**config.mk**
```make
export PLATFORM = sky130hd
export DESIGN_NAME = vic_irq_arbiter
export DESIGN_NICKNAME = d
export VERILOG_FILES = /design/src/rtl/vic_pkg.sv /design/src/rtl/vic_prio_enc.sv /design/src/rtl/vic_irq_arbiter.sv
export SDC_FILE = /design/constraint.sdc
export NUM_CORES = 1
export LEC_CHECK = 0
export BUFFER_PORTS_ARGS = -buffer_cell sky130_fd_sc_hd__buf_2
export CORE_MARGIN = 2
export CORE_UTILIZATION = 30
export CTS_BUF_LIST = sky130_fd_sc_hd__clkbuf_2
export CTS_CLUSTER_SIZE = 14
export DETAILED_ROUTE_END_ITERATION = 6
export HOLD_SLACK_MARGIN = 0.03
export PLACE_DENSITY_LB_ADDON = 0.2
export SYNTH_ARGS = -nofsm -noshare
export SYNTH_HDL_FRONTEND = slang
export SYNTH_SLANG_ARGS = --single-unit
```
**constraint.sdc**
```tcl
create_clock -name clk -period 4.3 [get_ports clk]
set_input_delay 0.86 -clock clk [delete_from_list [all_inputs] [get_ports clk]]
set_output_delay 0.86 -clock clk [all_outputs]
set_load 0.1 [all_outputs]
```
**src/rtl/vic_pkg.sv**
```systemverilog
`default_nettype none
// ============================================================================
// Module      : vic_pkg
// Description : Shared constants and FSM state encoding for the VIC
//               interrupt arbiter and its priority encoder.
// Revision    : 1.0 - initial release
// ============================================================================
package vic_pkg;

  localparam int NUM_IRQ    = 31;  // external lines, id 0 = highest priority
  localparam int ID_W       = 5;   // interrupt id width
  localparam int NEST_DEPTH = 4;   // max simultaneously in-service ISRs
  localparam int DEPTH_W    = 3;   // holds 0..NEST_DEPTH
  localparam int SP_W       = $clog2(NEST_DEPTH);

  // Reported as the current id when nothing is in service; it is above
  // every real id, so any candidate preempts an empty stack.
  localparam logic [ID_W-1:0] NO_IRQ_ID = 5'd31;

  typedef logic [0:0] state_t;
  localparam state_t ST_IDLE = 1'b0;
  localparam state_t ST_REQ  = 1'b1;

endpackage
`default_nettype wire

```
**src/rtl/vic_prio_enc.sv**
```systemverilog
`default_nettype none
// ============================================================================
// Module      : vic_prio_enc
// Description : Fixed-priority encoder; returns the index of the lowest set
//               bit of req and a valid flag.
// Ports       : req   - request vector
//               valid - at least one bit of req is set
//               id    - index of the lowest set bit (0 when none)
// Revision    : 1.0 - initial release
// ============================================================================
module vic_prio_enc #(
  parameter int WIDTH    = 31,
  parameter int ID_WIDTH = 5
) (
  input  logic [WIDTH-1:0]    req,
  output logic                valid,
  output logic [ID_WIDTH-1:0] id
);

  // Scan from the top down so the lowest set index is the last to write.
  always_comb begin
    valid = |req;
    id    = '0;
    for (int i = WIDTH - 1; i >= 0; i--) begin
      if (req[i]) id = ID_WIDTH'(i);
    end
  end

endmodule
`default_nettype wire

```
**src/rtl/vic_irq_arbiter.sv**
```systemverilog
`default_nettype none
// ============================================================================
// Module      : vic_irq_arbiter
// Description : Edge-detecting, fixed-priority interrupt scheduler with a
//               nesting stack and req/ack handshake to the VIC control unit.
// Ports       : clk, rst (async, active low)
//               i_ext, i_enable, i_pend_clr  - lines, enables, pending clear
//               i_vec_base                   - vector table base
//               o_irq_req/o_irq_id/o_isr_addr, i_irq_ack - request handshake
//               i_reti, o_reti_err           - ISR return / return underflow
//               o_pending, o_depth, o_cur_id - status
// Revision    : 1.0 - initial release
// ============================================================================
module vic_irq_arbiter
  import vic_pkg::*;
(
  input  logic               clk,
  input  logic               rst,
  input  logic [NUM_IRQ-1:0] i_ext,
  input  logic [NUM_IRQ-1:0] i_enable,
  input  logic [NUM_IRQ-1:0] i_pend_clr,
  input  logic [31:0]        i_vec_base,
  output logic               o_irq_req,
  output logic [ID_W-1:0]    o_irq_id,
  output logic [31:0]        o_isr_addr,
  input  logic               i_irq_ack,
  input  logic               i_reti,
  output logic [NUM_IRQ-1:0] o_pending,
  output logic [DEPTH_W-1:0] o_depth,
  output logic [ID_W-1:0]    o_cur_id,
  output logic               o_reti_err
);

  logic [NUM_IRQ-1:0] r_sync1, r_sync2, r_prev, r_pending;
  logic [NUM_IRQ-1:0] w_edge, w_masked, w_ack_mask;
  state_t             r_state;
  logic               r_irq_req, r_reti_err;
  logic [ID_W-1:0]    r_irq_id;
  logic [ID_W-1:0]    r_stack [NEST_DEPTH];
  logic [DEPTH_W-1:0] r_depth;

  logic               w_cand_valid, w_eligible, w_ack_fire, w_empty, w_pop;
  logic [ID_W-1:0]    w_cand_id, w_cur_id;
  logic [SP_W-1:0]    w_top_idx, w_push_idx;
  logic               w_unused_base;

  assign w_unused_base = ^i_vec_base[1:0];

  // ---------------- synchroniser + rising-edge detect ----------------
  assign w_edge = r_sync2 & ~r_prev;

  always_ff @(posedge clk or negedge rst) begin
    if (!rst) begin
      r_sync1 <= '0;
      r_sync2 <= '0;
      r_prev  <= '0;
    end else begin
      r_sync1 <= i_ext;
      r_sync2 <= r_sync1;
      r_prev  <= r_sync2;
    end
  end

  // ---------------- pending register ----------------
  assign w_ack_fire = (r_state == ST_REQ) && i_irq_ack;
  assign w_ack_mask = w_ack_fire ? (NUM_IRQ'(1) << r_irq_id) : '0;

  // A new edge wins over a same-cycle software clear or ack clear.
  always_ff @(posedge clk or negedge rst) begin
    if (!rst) r_pending <= '0;
    else      r_pending <= w_edge | (r_pending & ~(i_pend_clr | w_ack_mask));
  end

  // ---------------- candidate selection ----------------
  assign w_masked = r_pending & i_enable;

  vic_prio_enc #(
    .WIDTH    (NUM_IRQ),
    .ID_WIDTH (ID_W)
  ) u_prio_enc (
    .req   (w_masked),
    .valid (w_cand_valid),
    .id    (w_cand_id)
  );

  assign w_eligible = w_cand_valid && (w_cand_id < w_cur_id) &&
                      (r_depth < DEPTH_W'(NEST_DEPTH));

  // ---------------- in-service stack ----------------
  assign w_empty   = (r_depth == '0);
  assign w_pop     = i_reti && !w_empty;
  assign w_top_idx = SP_W'(r_depth - DEPTH_W'(1));
  // Pop-then-push in one cycle overwrites the current top in place.
  assign w_push_idx = w_pop ? w_top_idx : r_depth[SP_W-1:0];
  assign w_cur_id   = w_empty ? NO_IRQ_ID : r_stack[w_top_idx];

  always_ff @(posedge clk or negedge rst) begin
    if (!rst) begin
      for (int i = 0; i < NEST_DEPTH; i++) r_stack[i] <= '0;
      r_depth    <= '0;
      r_reti_err <= 1'b0;
    end else begin
      r_reti_err <= i_reti && w_empty;
      if (w_ack_fire) r_stack[w_push_idx] <= r_irq_id;
      case ({w_ack_fire, w_pop})
        2'b10:   r_depth <= r_depth + DEPTH_W'(1);
        2'b01:   r_depth <= r_depth - DEPTH_W'(1);
        default: r_depth <= r_depth;
      endcase
    end
  end

  // ---------------- request FSM ----------------
  // Once in REQ the id is frozen until ack; nothing withdraws the request.
  always_ff @(posedge clk or negedge rst) begin
    if (!rst) begin
      r_state   <= ST_IDLE;
      r_irq_req <= 1'b0;
      r_irq_id  <= '0;
    end else begin
      case (r_state)
        ST_IDLE: begin
          if (w_eligible) begin
            r_irq_req <= 1'b1;
            r_irq_id  <= w_cand_id;
            r_state   <= ST_REQ;
          end
        end
        ST_REQ: begin
          if (i_irq_ack) begin
            r_irq_req <= 1'b0;
            r_state   <= ST_IDLE;
          end
        end
        default: r_state <= ST_IDLE;
      endcase
    end
  end

  assign o_irq_req  = r_irq_req;
  assign o_irq_id   = r_irq_id;
  assign o_isr_addr = {i_vec_base[31:2], 2'b00} +
                      {{(30-ID_W){1'b0}}, r_irq_id, 2'b00};
  assign o_pending  = r_pending;
  assign o_depth    = r_depth;
  assign o_cur_id   = w_cur_id;
  assign o_reti_err = r_reti_err;

endmodule
`default_nettype wire

```
==> flow_summary.ini, run 1 <==
[cts]
cts_buffer_depth = 2
cts_hold_buffers = 0
h-tree-depth = 4
insertion_delay_ns = 0.72
clk_pin_slew_ns = 0.24
postCtsSetupBuffers = 0
cts_tree = built
cts_buffers = 17
cts_num_sinks = 155
cts.repair.resized = 4
clockRootBuffer = clkbuf_2

[cells_and_area]
fillers = 2185
multiInputGateArea_um2 = 2720
drive_above_1_share = 0.365
final_cell_mix = 187 x buf_2, 154 x dfrtp_1, 59 x o21ai_0
layout.nets = 941
fin_area_um2 = 8620
area_growth_pct = 31.0
seq_area_um2 = 3880
layout_commonest_cell = buf_2

[detailed_routing]
firstDrtPassIters = 4
vias_per_cell = 4.66
vias = 5088
initialDrtViolationCount = 183
postRouteAntennaNets = 0
routed_wl_um = 17800
avgRoutedWirePerCell_um = 16.3
remaining_drc_errors = 0

[global_routing]
grt_pass1_wl_um = 28400
grt_use_total = 0.159
grt_pass1_vias = 5173
antenna_found_initial = 1
overflow = 0
grt_max_degree = 99

[yosys]
async_flop_share = 1.00
syn_avg_cell_area_um2 = 11.4
ys_seq_area_frac = 0.589
yosysWarnings = 0
ys_ff_latch = 155
yosys-top-cells-area = dfrtp_1 59%, o21ai_0 4.5%, inv_1 3.0%
synth_edf_count = 0
yosys.area.top_type = dfrtp_1
syn_inst = 577
synth-main-ff-cell = dfrtp_1
synth_top_area_frac = 0.589
netlist_area_um2 = 6580
ys_types = 60

[timing]
finClkSkew_ns = 0.0371
slew_violations = 0
finalHoldViolations = 0
tns_ns = 0
maxSlewHeadroom = 0.403
fin_crit_ns = 4.05
layout_setup_ws_ns = 0.246
fmax_mhz = 247
setup_viol = 0
layout_worst_path_cycle_share = 0.943
tightest_slew_ns = 0.896
rsz0062_at_grt = yes

[power_and_ir_drop]
p_total_mw = 5.40
powerDensity_nw_per_um2 = 626
p_leak_nw = 4.18
ir_drop_mv = 0.255

[critical_path]
critical_path.startpoint = o_irq_id[2]
slowest_stage = dfrtp_1
worstPathArrival_ns = 3.19
cp.required_ns = 3.44
crit_chain = ha_1, a21oi_1, o21ai_1, o211ai_1, buf_4, nor3_1, xor2_2, buf_2
cp_max_fo = 11
cpPeakStageDelay_ns = 0.59
critPathKind = flip-flop to output pin
worst_setup_path_start_kind = flip-flop
rr_startpoint = o_depth[1]
crit_path_end_kind = output pin

[min_path]
min_path_type = input port to asynchronous set/reset pin

[die]
core_um2 = 21700
rows = 54
die_height_um = 152
io_pins = 207
die_x_um = 152
start_util = 0.304
die_area_um2 = 23100

[placed_design]
io_buffers = 202
gp_congestion = 0.764
placed_area_um2 = 8280
pre_cts_ws_ns = 0.319
dp_hpwl_um = 13900

[run]
cap_violations = 0

[status]
outcome = finished, final reports clean
[worst max-delay path: cells and delay by family (launching register included)]
family                     cells  cell delay (ns)
DFF                            1             0.59
AOI/OAI and AO/OA              3             0.47
buffers and inverters          2             0.61
and+or+nand+nor                1             0.26
xor gates and xnor gates       1             0.15
adders and majority gates      1             0.40
[path summary, 6_finish.rpt]
check	to	slack (ns)	depth (start not counted)
max in group asynchronous	o_irq_id[1]	3.29	2
worst max-delay path	o_isr_addr[21]	0.25	8
worst min-delay path	r_sync2[7]	0.15	1
worst max register to register	o_irq_id[1]	0.89	12
min in group clk	r_sync1[14]	0.22	1
worst min register to register	r_sync2[20]	0.36	0
[power by group]
| group | leakage, nW | internal, mW | total (mW) | switching, mW |
|---|---|---|---|---|
| Combinational | 2.16 | 0.643 | 2.68 | 2.04 |
| Clock | 0.165 | 0.349 | 0.916 | 0.568 |
| Sequential | 1.86 | 1.65 | 1.80 | 0.145 |
| Total | 4.18 | 2.64 | 5.40 | 2.75 |
[cell type report]
type	instances	share of cell area
Antenna cell	2	0.000580
Clock buffer	17	0.00987
Clock inverter	15	0.0231
Inverter	54	0.0235
Multi-Input combinational cell	362	0.315
Sequential cell	155	0.450
Tap cell	280	0.0406
Timing Repair Buffer	208	0.137
[stage by stage]
stage / hold slack, ns / util / cells
6_report: 0.151 / 0.398 / 1093
5_1_grt: 0.0793 / 0.398 / 1093
4_1_cts: 0.111 / 0.396 / 1091
3_5_place_dp: 0.335 / 0.382 / 1059
3_3_place_gp: 0.332 / 0.382 / 1059
2_1_floorplan: 0.331 / - / 578
[Yosys cell counts, types with 3 or more instances]
master / instances
xnor2_1: 16
nand2_1: 46
nor3_1: 16
mux2_1: 10
a32o_1: 3
mux2_2: 10
and3_1: 7
nand3_1: 19
a21oi_1: 10
clkbuf_1: 3
mux2_4: 4
a22oi_1: 11
ha_1: 13
nor2_1: 22
a31oi_1: 4
nand4_1: 6
o21ai_0: 59
inv_1: 53
xor2_1: 14
or3_1: 3
nor2b_1: 31
dfrtp_1: 155
mux4_2: 5
nand2b_1: 4
o21ai_1: 9
[state kept, by name, indices dropped and copies added (netlist names)]
register / count
o_irq_req: 1
r_prev: 31
r_stack: 20
o_reti_err: 1
o_irq_id: 5
o_depth: 3
r_state: 1
o_pending: 31
r_sync1: 31
r_sync2: 31
[kinds of logic after synthesis]
group | after synthesis | share of synthesized area
xor gates and xnor gates | 30 | 0.0399
muxes | 30 | 0.0620
DFF | 155 | 0.589
other | 1 | 0.000570
and+or+nand+nor | 165 | 0.126
AOI/OAI and AO/OA | 121 | 0.118
buffers and inverters | 61 | 0.0363
adders and majority gates | 14 | 0.0278
[metal layers]
metal	GRT usage	wire, um	vias to the layer above	part of all wire
met5	0	0	-	0
met4	0.0463	217	0	0.012
met3	0.0434	1130	13	0.063
met2	0.254	8300	179	0.47
met1	0.213	8190	2465	0.46
li1	-	-	2431	-
Power figures use the tool's default switching activity.
==> run 2, diff against run 1 <==
--- a/config.mk
+++ b/config.mk
@@ -11,8 +11,10 @@
 export CTS_BUF_LIST = sky130_fd_sc_hd__clkbuf_2
 export CTS_CLUSTER_SIZE = 14
 export DETAILED_ROUTE_END_ITERATION = 6
+export GPL_TIMING_DRIVEN = 0
 export HOLD_SLACK_MARGIN = 0.03
 export PLACE_DENSITY_LB_ADDON = 0.2
 export SYNTH_ARGS = -nofsm -noshare
 export SYNTH_HDL_FRONTEND = slang
+export SYNTH_HIERARCHICAL = 1
 export SYNTH_SLANG_ARGS = --single-unit
==> flow_summary.ini, run 2 <==
[status]
outcome = finished, final reports clean

[detailed_routing]
firstDrtPassIters = 4
vias_per_cell = 4.49
routed_wl_um = 17200
postRouteAntennaNets = 0
initialDrtViolationCount = 170
remaining_drc_errors = 0
vias = 4948
avgRoutedWirePerCell_um = 15.6

[die]
core_um2 = 21800
die_area_um2 = 23500
die_x_um = 153
die_height_um = 153
io_pins = 207
rows = 54
start_util = 0.306

[yosys]
netlist_area_um2 = 6670
syn_inst = 581
yosysWarnings = 6
yosysMostFrequentCell = dfrtp_1
synthTopCellsByCount = 155 x dfrtp_1, 50 x inv_1, 50 x o21ai_0
ys_types = 57
yosys.area.top_type = dfrtp_1
synth_edf_count = 0
async_flop_share = 1.00
synth_top_area_frac = 0.581
yosys-top-cells-area = dfrtp_1 58%, o21ai_0 3.7%, mux2_2 3.4%
ys_seq_area_frac = 0.581
syn_avg_cell_area_um2 = 11.5
ys_ff_latch = 155
synth-main-ff-cell = dfrtp_1

[cts]
insertion_delay_ns = 0.70
cts_buffers = 17
cts_buffer_depth = 2
cts_tree = built
clk_pin_slew_ns = 0.25
cts_num_sinks = 155
h-tree-depth = 4
clockRootBuffer = clkbuf_2

[timing]
setup_viol = 0
fin_crit_ns = 4.01
layout_setup_ws_ns = 0.289
slew_violations = 0
layout_worst_path_cycle_share = 0.933
finalHoldViolations = 0
fmax_mhz = 249
rsz0062_at_grt = no
tns_ns = 0
finClkSkew_ns = 0.0374
maxSlewHeadroom = 0.552
tightest_slew_ns = 0.666
fin_hold_ws_ns = 0.229

[global_routing]
grt_pass1_vias = 4898
grt_use_total = 0.149
grt_pass1_wl_um = 27100
antenna_found_initial = 2
grt_max_degree = 101
overflow = 0

[placed_design]
gp_congestion = 0.784
place_inst = 1065
io_buffers = 202
dp_hpwl_um = 13600
pre_cts_ws_ns = 0.368

[power_and_ir_drop]
powerDensity_nw_per_um2 = 636
cell_internal_pwr_mw = 2.65
p_seq_frac = 0.333
p_switching_mw = 2.79
p_comb_frac = 0.510
p_sw_frac = 0.513
p_leak_nw = 4.14
clockPowerShare = 0.157
ir_drop_mv = 0.312

[min_path]
min_path_type = input port to flip-flop
holdPathStages = 1

[cells_and_area]
drive_above_1_share = 0.380
area_growth_pct = 28.2
layout_commonest_cell = buf_2
utilization = 0.392
final_cell_mix = 193 x buf_2, 154 x dfrtp_1, 50 x inv_1, 50 x o21ai_0, 47 x nand2_1
finalNonFillerCells = 1102
layout.nets = 950

[critical_path]
cp_max_fo = 11
critPathKind = flip-flop to output pin
worst_setup_path_start_kind = flip-flop
worstRegToRegCells = 12
worstPathArrival_ns = 3.15
crit_path_end_kind = output pin
cp.required_ns = 3.44

[run]
cap_violations = 0
run 2: path summary, 6_finish.rpt:
check	slack, ns	start	to
setup / recovery	0.29	o_irq_id[4]	o_isr_addr[15]
hold / removal	0.23	i_ext[4]	r_sync1[4]
setup reg to reg	1.03	o_pending[26]	o_irq_id[2]
hold reg to reg	0.37	r_sync2[22]	r_prev[22]
max in group asynchronous	2.76	rst	o_pending[19]
min in group asynchronous	0.62	rst	r_sync1[1]
run 2: layout make-up:
type | count | area [um2]
flip-flops and latches | 155 | 3880
repair buffers | 206 | 1090
plain buffers | 8 | 60.1
fillers | 2179 | 13300
diodes | 3 | 7.51
multi-input cells | 368 | 2720
well taps | 280 | 350
clock buffers | 17 | 85.1
clock inverters | 14 | 173
inverters | 51 | 191
run 2: per-stage QoR:
stage	area, um2	total power, mW
6_report	8560	5.45
5_1_grt	8550	5.74
4_1_cts	8520	5.50
3_5_place_dp	8240	4.63
3_3_place_gp	8200	4.61
2_1_floorplan	6840	4.04
run 2: routing by layer:
layer,up-vias,wire [um],global-route usage
li1,2426,-,-
met4,0,138,0.0317
met3,11,1220,0.0476
met5,-,0,0
met1,2346,7870,0.203
met2,165,7950,0.234
run 2: power by group through the flow:
stage	Sequential, mW	Combinational [mW]	Clock (mW)
after global routing	1.84	2.94	0.965
after global placement	1.85	2.76	0
after floorplan	2.29	1.75	0
after detailed placement	1.85	2.78	0
after CTS	1.82	2.78	0.896
final	1.81	2.78	0.854
run 2: worst max-delay path: stages, from the launching register on:
cell and delay [ns]:
dfrtp_1 0.61, ha_1 0.46, nand3_1 0.09, nor2_1 0.20
nor2_1 0.16, nor4_1 0.47, xnor2_2 0.15, clkbuf_4 0.34
run 2: cell families (layout without fill, tap and decap cells):
group | Yosys count | after routing | synth area share
DFF | 155 | 155 | 0.581
and+or+nand+nor | 199 | 199 | 0.164
xor gates and xnor gates | 31 | 31 | 0.0407
muxes | 31 | 31 | 0.0615
buffers and inverters | 59 | 296 | 0.0377
other | 1 | 5 | 0.000562
AOI/OAI and AO/OA | 91 | 91 | 0.0866
adders and majority gates | 14 | 14 | 0.0274
run 2: what timing repair did:
item                                    in CTS  in global routing
endpoints found under the setup margin       7                 10
hold buffers                                 1                  0
endpoints found under the hold margin       22                  0
resized for setup                            8                  3
gates cloned                                 0                  0
buffers inserted                             0                  2
